### config.mk
export PLATFORM = sky130hd
export DESIGN_NAME = uart_modport
export DESIGN_NICKNAME = d
export VERILOG_FILES = /design/src/rtl/uart_modport.sv
export SDC_FILE = /design/constraint.sdc
export NUM_CORES = 1
export LEC_CHECK = 0
export ABC_CLOCK_PERIOD_IN_PS = 2300
export CAP_MARGIN = 15
export CORE_AREA = 4 4 60 84
export DETAILED_ROUTE_END_ITERATION = 8
export DIE_AREA = 0 0 64 88
export GPL_ROUTABILITY_DRIVEN = 0
export MAX_ROUTING_LAYER = met4
export PLACE_DENSITY = 0.83
export SYNTH_ARGS = -nofsm -noshare
export SYNTH_HDL_FRONTEND = slang
export SYNTH_SLANG_ARGS = --single-unit
### constraint.sdc
create_clock -name clk_i -period 2.3 [get_ports clk_i]
set_input_delay 0.575 -clock clk_i [delete_from_list [all_inputs] [get_ports clk_i]]
set_output_delay 0.575 -clock clk_i [all_outputs]
set_load 0.01 [all_outputs]
### src/rtl/uart_modport.sv
// uart_modport: 8N1 UART transmitter and receiver sharing one clock.
// TX and RX are independent two-process FSMs. RX input is double-flopped
// before use and sampled at mid-bit, with the timing measured from the start edge.
module uart_modport #(
  parameter int ClksPerBit = 16
) (
  input  logic       clk_i,
  input  logic       rst_ni,
  input  logic [7:0] tx_data_i,
  input  logic       tx_valid_i,
  output logic       tx_ready_o,
  output logic       uart_tx_o,
  input  logic       uart_rx_i,
  output logic [7:0] rx_data_o,
  output logic       rx_valid_o,
  output logic       rx_frame_err_o,
  output logic       tx_idle_o,
  output logic       rx_idle_o
);

  // The counter width holds ClksPerBit-1, so it never wraps inside a bit.
  localparam int CntW = (ClksPerBit > 1) ? $clog2(ClksPerBit) : 1;
  localparam logic [CntW-1:0] BitLast  = CntW'(ClksPerBit - 1);
  // The stop bit spends its final cycle in IDLE so a back-to-back byte starts without a gap.
  localparam logic [CntW-1:0] StopLast = CntW'(ClksPerBit - 2);
  // The mid-start sample lands ClksPerBit/2 cycles after the falling edge was seen.
  localparam logic [CntW-1:0] HalfLast = CntW'(ClksPerBit / 2 - 1);
  localparam logic [CntW-1:0] CntOne   = CntW'(1);
  localparam logic [CntW-1:0] CntZero  = CntW'(0);

  typedef enum logic [1:0] {
    TX_IDLE  = 2'd0,
    TX_START = 2'd1,
    TX_DATA  = 2'd2,
    TX_STOP  = 2'd3
  } tx_state_e;

  typedef enum logic [1:0] {
    RX_IDLE  = 2'd0,
    RX_START = 2'd1,
    RX_DATA  = 2'd2,
    RX_STOP  = 2'd3
  } rx_state_e;

  // ---------------------------------------------------------------- TX
  tx_state_e       tx_state_q, tx_state_d;
  logic [CntW-1:0] tx_cnt_q, tx_cnt_d;
  logic [2:0]      tx_bit_q, tx_bit_d;
  logic [7:0]      tx_shift_q, tx_shift_d;
  logic            tx_line_q, tx_line_d;

  // TX state and datapath registers, reset to an idle-high line.
  always_ff @(posedge clk_i) begin
    if (!rst_ni) begin
      tx_state_q <= TX_IDLE;
      tx_cnt_q   <= CntZero;
      tx_bit_q   <= 3'd0;
      tx_shift_q <= 8'h00;
      tx_line_q  <= 1'b1;
    end else begin
      tx_state_q <= tx_state_d;
      tx_cnt_q   <= tx_cnt_d;
      tx_bit_q   <= tx_bit_d;
      tx_shift_q <= tx_shift_d;
      tx_line_q  <= tx_line_d;
    end
  end

  // TX next state: serialise start, 8 data bits LSB first, then the stop bit.
  always_comb begin
    tx_state_d = tx_state_q;
    tx_cnt_d   = tx_cnt_q;
    tx_bit_d   = tx_bit_q;
    tx_shift_d = tx_shift_q;
    tx_line_d  = tx_line_q;
    case (tx_state_q)
      TX_IDLE: begin
        if (tx_valid_i) begin
          tx_state_d = TX_START;
          tx_cnt_d   = CntZero;
          tx_bit_d   = 3'd0;
          tx_shift_d = tx_data_i;
          tx_line_d  = 1'b0;
        end else begin
          tx_line_d  = 1'b1;
        end
      end
      TX_START: begin
        if (tx_cnt_q == BitLast) begin
          tx_state_d = TX_DATA;
          tx_cnt_d   = CntZero;
          tx_line_d  = tx_shift_q[0];
        end else begin
          tx_cnt_d   = tx_cnt_q + CntOne;
        end
      end
      TX_DATA: begin
        if (tx_cnt_q == BitLast) begin
          tx_cnt_d = CntZero;
          if (tx_bit_q == 3'd7) begin
            tx_state_d = TX_STOP;
            tx_line_d  = 1'b1;
          end else begin
            tx_bit_d   = tx_bit_q + 3'd1;
            tx_shift_d = {1'b0, tx_shift_q[7:1]};
            tx_line_d  = tx_shift_q[1];
          end
        end else begin
          tx_cnt_d = tx_cnt_q + CntOne;
        end
      end
      TX_STOP: begin
        tx_line_d = 1'b1;
        if (tx_cnt_q == StopLast) begin
          tx_state_d = TX_IDLE;
          tx_cnt_d   = CntZero;
        end else begin
          tx_cnt_d   = tx_cnt_q + CntOne;
        end
      end
      default: begin
        tx_state_d = TX_IDLE;
        tx_cnt_d   = CntZero;
        tx_line_d  = 1'b1;
      end
    endcase
  end

  assign uart_tx_o  = tx_line_q;
  assign tx_idle_o  = (tx_state_q == TX_IDLE);
  assign tx_ready_o = tx_idle_o;

  // ---------------------------------------------------------------- RX
  logic [1:0]      rx_sync_q;
  logic            rx_s;
  rx_state_e       rx_state_q, rx_state_d;
  logic [CntW-1:0] rx_cnt_q, rx_cnt_d;
  logic [2:0]      rx_bit_q, rx_bit_d;
  logic [7:0]      rx_shift_q, rx_shift_d;
  logic            rx_brk_q, rx_brk_d;
  logic [7:0]      rx_data_q, rx_data_d;
  logic            rx_valid_q, rx_valid_d;
  logic            rx_err_q, rx_err_d;

  // Two-flop synchronizer for the asynchronous serial input, idle high.
  always_ff @(posedge clk_i) begin
    if (!rst_ni) begin
      rx_sync_q <= 2'b11;
    end else begin
      rx_sync_q <= {rx_sync_q[0], uart_rx_i};
    end
  end

  assign rx_s = rx_sync_q[1];

  // RX state, datapath and output-pulse registers.
  always_ff @(posedge clk_i) begin
    if (!rst_ni) begin
      rx_state_q <= RX_IDLE;
      rx_cnt_q   <= CntZero;
      rx_bit_q   <= 3'd0;
      rx_shift_q <= 8'h00;
      rx_brk_q   <= 1'b0;
      rx_data_q  <= 8'h00;
      rx_valid_q <= 1'b0;
      rx_err_q   <= 1'b0;
    end else begin
      rx_state_q <= rx_state_d;
      rx_cnt_q   <= rx_cnt_d;
      rx_bit_q   <= rx_bit_d;
      rx_shift_q <= rx_shift_d;
      rx_brk_q   <= rx_brk_d;
      rx_data_q  <= rx_data_d;
      rx_valid_q <= rx_valid_d;
      rx_err_q   <= rx_err_d;
    end
  end

  // RX next state: qualify the start bit, sample 8 data bits and the stop bit at mid-bit.
  always_comb begin
    rx_state_d = rx_state_q;
    rx_cnt_d   = rx_cnt_q;
    rx_bit_d   = rx_bit_q;
    rx_shift_d = rx_shift_q;
    rx_brk_d   = rx_brk_q;
    rx_data_d  = rx_data_q;
    rx_valid_d = 1'b0;
    rx_err_d   = 1'b0;
    case (rx_state_q)
      RX_IDLE: begin
        if (!rx_s) begin
          rx_state_d = RX_START;
          rx_cnt_d   = CntZero;
          rx_bit_d   = 3'd0;
        end else begin
          rx_cnt_d   = CntZero;
        end
      end
      RX_START: begin
        if (rx_cnt_q == HalfLast) begin
          rx_cnt_d = CntZero;
          if (rx_s) begin
            rx_state_d = RX_IDLE;   // start bit did not hold: glitch
          end else begin
            rx_state_d = RX_DATA;
          end
        end else begin
          rx_cnt_d = rx_cnt_q + CntOne;
        end
      end
      RX_DATA: begin
        if (rx_cnt_q == BitLast) begin
          rx_cnt_d   = CntZero;
          rx_shift_d = {rx_s, rx_shift_q[7:1]};
          if (rx_bit_q == 3'd7) begin
            rx_state_d = RX_STOP;
            rx_bit_d   = 3'd0;
          end else begin
            rx_bit_d   = rx_bit_q + 3'd1;
          end
        end else begin
          rx_cnt_d = rx_cnt_q + CntOne;
        end
      end
      RX_STOP: begin
        if (rx_brk_q) begin
          // After a framing error, wait for the line to return high.
          if (rx_s) begin
            rx_state_d = RX_IDLE;
            rx_brk_d   = 1'b0;
          end else begin
            rx_brk_d   = 1'b1;
          end
        end else if (rx_cnt_q == BitLast) begin
          rx_cnt_d = CntZero;
          if (rx_s) begin
            rx_state_d = RX_IDLE;
            rx_data_d  = rx_shift_q;
            rx_valid_d = 1'b1;
          end else begin
            rx_err_d   = 1'b1;
            rx_brk_d   = 1'b1;
          end
        end else begin
          rx_cnt_d = rx_cnt_q + CntOne;
        end
      end
      default: begin
        rx_state_d = RX_IDLE;
        rx_cnt_d   = CntZero;
        rx_brk_d   = 1'b0;
      end
    endcase
  end

  assign rx_data_o      = rx_data_q;
  assign rx_valid_o     = rx_valid_q;
  assign rx_frame_err_o = rx_err_q;
  assign rx_idle_o      = (rx_state_q == RX_IDLE);

endmodule

==> impl_metrics.yaml, run 1 <==
floorplan:
  io_pins: 26
  rows: 28
  coreArea_um2: 4240
  die_h_um: 88
  die_w_um: 64
  die_area_um2: 5630
  initial_core_util_pct: 53.9
clock_tree:
  cts_buffers: 5
  clock_latency_ns: 0.31
  clockBufferDepth: 2
  cts.sinks: 48
  clockRootBuffer: "clkbuf_8"
  tritoncts: "built"
  cts_max_level: 2
  cts_hold_buf: 0
  clk_pin_slew_worst_paths_ns: 0.09
worst_setup_path:
  rr_startpoint: "tx_state_q[0]$_SDFFE_PN0P_"
  critPathSlowestCell: "clkdlybuf4s50_1"
  required_ns: 1.73
  cp_num_buf_inv: 2
  timing.critical_path.to_type: "output pin"
  ff2ff_path_depth: 7
  crit_chain: "inv_1, ha_2, clkdlybuf4s50_1"
  reg2reg_to: "tx_shift_q[5]$_SDFFE_PN0P_"
  critPathMaxStageDelay_ns: 0.55
  arrival_ns: 1.59
  reg2reg_setup_slack_ns: 0.40
  cp-start-kind: "flip-flop"
  crit_type: "reg2out"
  critPathTopFamily: "buffers and inverters"
  cp_max_fo: 6
yosys:
  synth_area_um2: 2290
  synth_cells: 247
  ys_ff_latch: 48
  avgSynthCellArea_um2: 9.25
  yosysSeqAreaShare_pct: 42.0
  ys_async_sr_fraction_pct: 0
  synth_cell_types: 42
  syn_nets: 272
  ys.flop_type: "dfxtp_1"
  synth-edff-count: 0
  ys_warn_count: 0
cells_and_area:
  antenna_cells: 0
  mostFrequentLayoutCell: "dfxtp_1"
  nFillCells: 359
  regArea_um2: 961
  nets: 296
  area_growth_pct: 18.8
  multi_input_area_um2: 1210
  final_area_um2: 2720
  final_cells: 332
  final_cell_mix: "dfxtp_1, nor2_1, mux2i_1"
  drive_gt1_share_pct: 12.5
route:
  firstDrtPassIters: 4
  vias_per_cell: 5.39
  num_vias: 1791
  drt_wl_total_um: 4350
  drc: 0
  drtIter0Drc: 101
  wl_per_cell_um: 13.1
  antenna_left: 0
worst_hold_path:
  hold_depth: 1
  hp-class: "reg2reg"
  holdCritStartpoint: "rx_sync_q[0]$_SDFF_PN1_"
  holdPathEnd: "rx_sync_q[1]$_SDFF_PN1_"
global_routing:
  grt_pass1_vias: 1819
  grt_max_degree: 36
  grt_pass1_wl_um: 7730
  antenna_found_initial: 0
  gr-total-overflow: 0
  grt_usage_pct: 17.8
status:
  status: "finished clean"
timing:
  finalHoldViolations: 0
  worstMarginPinSlew_ns: 0.548
  worst_clock_skew_ns: 0.00996
  max-slew-margin-rel_pct: 63.4
  layout_min_cycle_time_ns: 2.16
  rsz0062_at_grt: "false"
  fin_hold_ws_ns: 0.431
  layout_setup_ws_ns: 0.136
  setup-tns-final_ns: 0
  report.final.slew_viol_count: 0
  setup_viol: 0
  clock.fmax_mhz: 462
  fin_crit_sh_pct: 94.1
placement:
  placed_cells: 324
  dp_hpwl_um: 3040
  port_buffers: 25
  place_ws_ns: 0.281
  dpl-instance-area_um2: 2600
power:
  peakVddDrop_mv: 0.402
  total_leakage_power_uw: 0.00106
  powerDensity_nw_per_um2: 899
job:
  maxCapViolations: 0
per-stage QoR:
stage | total power [uW] | util (%)
floorplan | 1610 | -
global placement | 1810 | 61.3
detailed placement | 1840 | 61.3
CTS | 2460 | 64.0
global route | 2590 | 64.1
finish | 2440 | 64.1
logic make-up (layout without fill, tap and decap cells):
logic type               count (synthesis)  after routing  share of synthesized area [%]
buffers and inverters                   25             50                           5.04
flip-flops                              48             48                           42.0
multiplexers                            26             26                           11.4
AO/OA/AOI/OAI                           47             47                           15.8
AND/OR/NAND/NOR                         87             87                           18.2
adder cells (fa/ha/maj)                 13             13                           7.12
XOR/XNOR                                 1              1                          0.383
registers in the layout (all words and copies together) (netlist names), named ones only:
register        flops
rx_bit_q            3
tx_bit_q            3
tx_shift_q          8
rx_data_o           8
rx_shift_q          8
rx_sync_q           2
rx_cnt_q            4
tx_state_q          2
rx_brk_q            1
rx_valid_o          1
tx_cnt_q            4
rx_state_q          1
uart_tx_o           1
rx_frame_err_o      1
synth_stat cells (2+ instances only):
cell type | count | area share, %
dfxtp_1 | 48 | 42
nor2_1 | 32 | 5.3
mux2i_1 | 26 | 11
nand2_1 | 19 | 3.1
ha_1 | 13 | 7.1
a21oi_1 | 10 | 2.2
inv_1 | 9 | 1.5
o21ai_0 | 9 | 2.0
buf_2 | 8 | 1.8
a211oi_2 | 7 | 3.8
nand3_1 | 7 | 1.5
nor3_1 | 7 | 1.5
nand2b_1 | 4 | 1.1
nor2b_1 | 4 | 1.1
a211oi_1 | 3 | 0.99
a31o_2 | 3 | 1.1
buf_1 | 3 | 0.49
nand4_1 | 3 | 0.82
o21ai_2 | 3 | 1.1
a311oi_1 | 2 | 0.77
a31oi_1 | 2 | 0.55
clkbuf_1 | 2 | 0.33
nand3b_1 | 2 | 0.66
o211ai_1 | 2 | 0.66
o22ai_1 | 2 | 0.55
worst register-to-register path, cell delays in order (launching register included):
cell and delay [ns]:
dfxtp_1 0.35, inv_1 0.12, ha_1 0.49, nor2_1 0.16, a211oi_4 0.27, buf_12 0.19
nor2_1 0.07, a211oi_2 0.17
worst max-delay path by stage:
stage / from / endpoint / slack [ns] / cells after the start
finish: tx_state_q[0]$_SDFFE_PN0P_ / tx_idle_o / 0.14 / 3
global route: tx_state_q[0]$_SDFFE_PN0P_ / tx_idle_o / 0.04 / 3
CTS: tx_state_q[0]$_SDFFE_PN0P_ / tx_idle_o / 0.07 / 3
detailed placement: tx_valid_i / tx_cnt_q[3]$_SDFFE_PN0P_ / 0.28 / 6
global placement: tx_valid_i / tx_cnt_q[3]$_SDFFE_PN0P_ / 0.33 / 6
floorplan: tx_state_q[0]$_SDFFE_PN0P_ / tx_shift_q[0]$_SDFFE_PN0P_ / 0.54 / 7
where the power goes:
group	internal, uW	switching [uW]
Combinational	395	447
Sequential	918	60.6
Clock	328	295
Total	1640	803
repair_timing:
action,4_1_cts,5_1_grt
setup endpoints to repair,0,2
buffers inserted,0,0
resized for setup,0,1
layer usage:
metal,up-vias,part of all wire (%),global-route usage (%)
li1,909,-,-
met1,833,43,17.4
met2,40,52,31.7
met3,9,3.8,4.62
met4,0,2.0,10.2
met5,-,0,-
area by class of cell:
class / count / area share [%]
Clock inverter: 3 / 1.70
Inverter: 10 / 1.38
Sequential cell: 48 / 35.4
Multi-Input combinational cell: 174 / 44.6
Tap cell: 60 / 2.76
Timing Repair Buffer: 32 / 11.6
Clock buffer: 5 / 2.53
(Power assumes the default switching activity.)
==> run 2: changes to the inputs <==
- MAX_ROUTING_LAYER: met4 -> default
==> impl_metrics.yaml, run 2 (synthesized netlist as in run 1, its figures left out) <==
status:
  status: "finished clean"
clock_tree:
  cts_hold_buf: 0
  cts.sinks: 48
  tritoncts: "built"
  cts_max_level: 2
  cts_setup_buffers: 0
  clockBufferDepth: 2
  clock_latency_ns: 0.31
  cts_buffers: 5
  clockRootBuffer: "clkbuf_8"
  clk_pin_slew_worst_paths_ns: 0.09
worst_setup_path:
  cp_max_fo: 6
  arrival_ns: 1.59
  crit_type: "reg2out"
  crit_chain: "inv_1, ha_2, clkdlybuf4s50_1"
  timing.critical_path.to_type: "output pin"
  critPathSlowestCell: "clkdlybuf4s50_1"
  required_ns: 1.73
  critPathMaxStageDelay_ns: 0.55
  cp-start-kind: "flip-flop"
timing:
  rsz0062_at_grt: "false"
  setup-tns-final_ns: 0
  report.final.slew_viol_count: 0
  max-slew-margin-rel_pct: 63.6
  worstMarginPinSlew_ns: 0.545
  setup_viol: 0
  layout_min_cycle_time_ns: 2.16
  clock.fmax_mhz: 463
  finalHoldViolations: 0
  fin_crit_sh_pct: 94.0
  worst_clock_skew_ns: 0.00913
power:
  powerDensity_nw_per_um2: 899
  p_int_uw: 1640
  p_seq_share_pct: 40.1
  p_switching_uw: 801
  p_clk_share_pct: 25.5
  peakVddDrop_mv: 0.403
  total_leakage_power_uw: 0.00106
  swShare_pct: 32.8
  combPwrFrac_pct: 34.5
floorplan:
  die_h_um: 88
  initial_core_util_pct: 53.9
  die_area_um2: 5630
  coreArea_um2: 4240
  rows: 28
  io_pins: 26
  die_w_um: 64
route:
  drc: 0
  firstDrtPassIters: 4
  drtIter0Drc: 85
  drt_wl_total_um: 4340
  antenna_left: 0
  vias_per_cell: 5.39
  wl_per_cell_um: 13.1
  num_vias: 1789
global_routing:
  grt_pass1_vias: 1824
  grt_pass1_wl_um: 7720
  grt_max_degree: 36
  grt_usage_pct: 17.3
  gr-total-overflow: 0
  antenna_found_initial: 0
cells_and_area:
  utilization_pct: 64.1
  final_area_um2: 2720
  regArea_um2: 961
  nets: 296
  mostFrequentLayoutCell: "dfxtp_1"
  multi_input_area_um2: 1210
  antenna_cells: 0
  nFillCells: 359
  area_growth_pct: 18.8
  drive_gt1_share_pct: 12.5
  final_cell_mix: "dfxtp_1, nor2_1, mux2i_1"
placement:
  dp_hpwl_um: 3040
  dpl-instance-area_um2: 2600
  port_buffers: 25
worst_hold_path:
  hp-class: "reg2reg"
job:
  maxCapViolations: 0
run 2: critical path, delay by kind of cell, from the launching register on:
family,cells,cell delay (ns)
adder cells (fa/ha/maj),1,0.25
buffers and inverters,2,0.67
flip-flops,1,0.35
run 2: worst paths after layout:
path | depth (start not counted) | endpoint | startpoint | slack (ns)
worst max register to register | 7 | tx_shift_q[5]$_SDFFE_PN0P_ | tx_state_q[0]$_SDFFE_PN0P_ | 0.40
worst min-delay path | 1 | rx_sync_q[1]$_SDFF_PN1_ | rx_sync_q[0]$_SDFF_PN1_ | 0.43
worst min register to register | 1 | rx_sync_q[1]$_SDFF_PN1_ | rx_sync_q[0]$_SDFF_PN1_ | 0.43
worst max-delay path | 3 | tx_idle_o | tx_state_q[0]$_SDFFE_PN0P_ | 0.14
run 2: final cells by class:
type	instances	area share (%)
clock buffers	5	2.53
clock inverters	3	1.70
inverters	10	1.38
multi-input cells	174	44.6
flip-flops and latches	48	35.4
well taps	60	2.76
repair buffers	32	11.6
run 2: stage by stage:
stage | instances | hold WS [ns] | worst slack, ns | total power [uW]
global route | 332 | 0.464 | 0.0439 | 2590
finish | 332 | 0.432 | 0.138 | 2440
detailed placement | 324 | 0.415 | 0.281 | 1840
CTS | 332 | 0.436 | 0.0682 | 2460
floorplan | 247 | 0.386 | 0.544 | 1610
global placement | 324 | 0.399 | 0.326 | 1810
run 2: what timing repair did:
action / CTS / global route
endpoints found under the setup margin: 0 / 2
hold endpoints to repair: 0 / 0
gates resized for setup: 0 / 1
run 2: power groups by stage:
stage / Sequential [uW] / Clock, uW / Combinational (uW)
3_5_place_dp: 997 / 0 / 842
3_3_place_gp: 993 / 0 / 819
6_report: 979 / 622 / 841
5_1_grt: 993 / 673 / 928
2_1_floorplan: 984 / 0 / 622
4_1_cts: 978 / 635 / 844
run 2: routing by layer:
layer | track usage [%] | up-vias | wire length [um]
met4 | 10.2 | 0 | 87
met3 | 4.75 | 8 | 142
met5 | 0 | - | 0
li1 | - | 907 | -
met1 | 17.3 | 846 | 1850
met2 | 31.7 | 28 | 2260
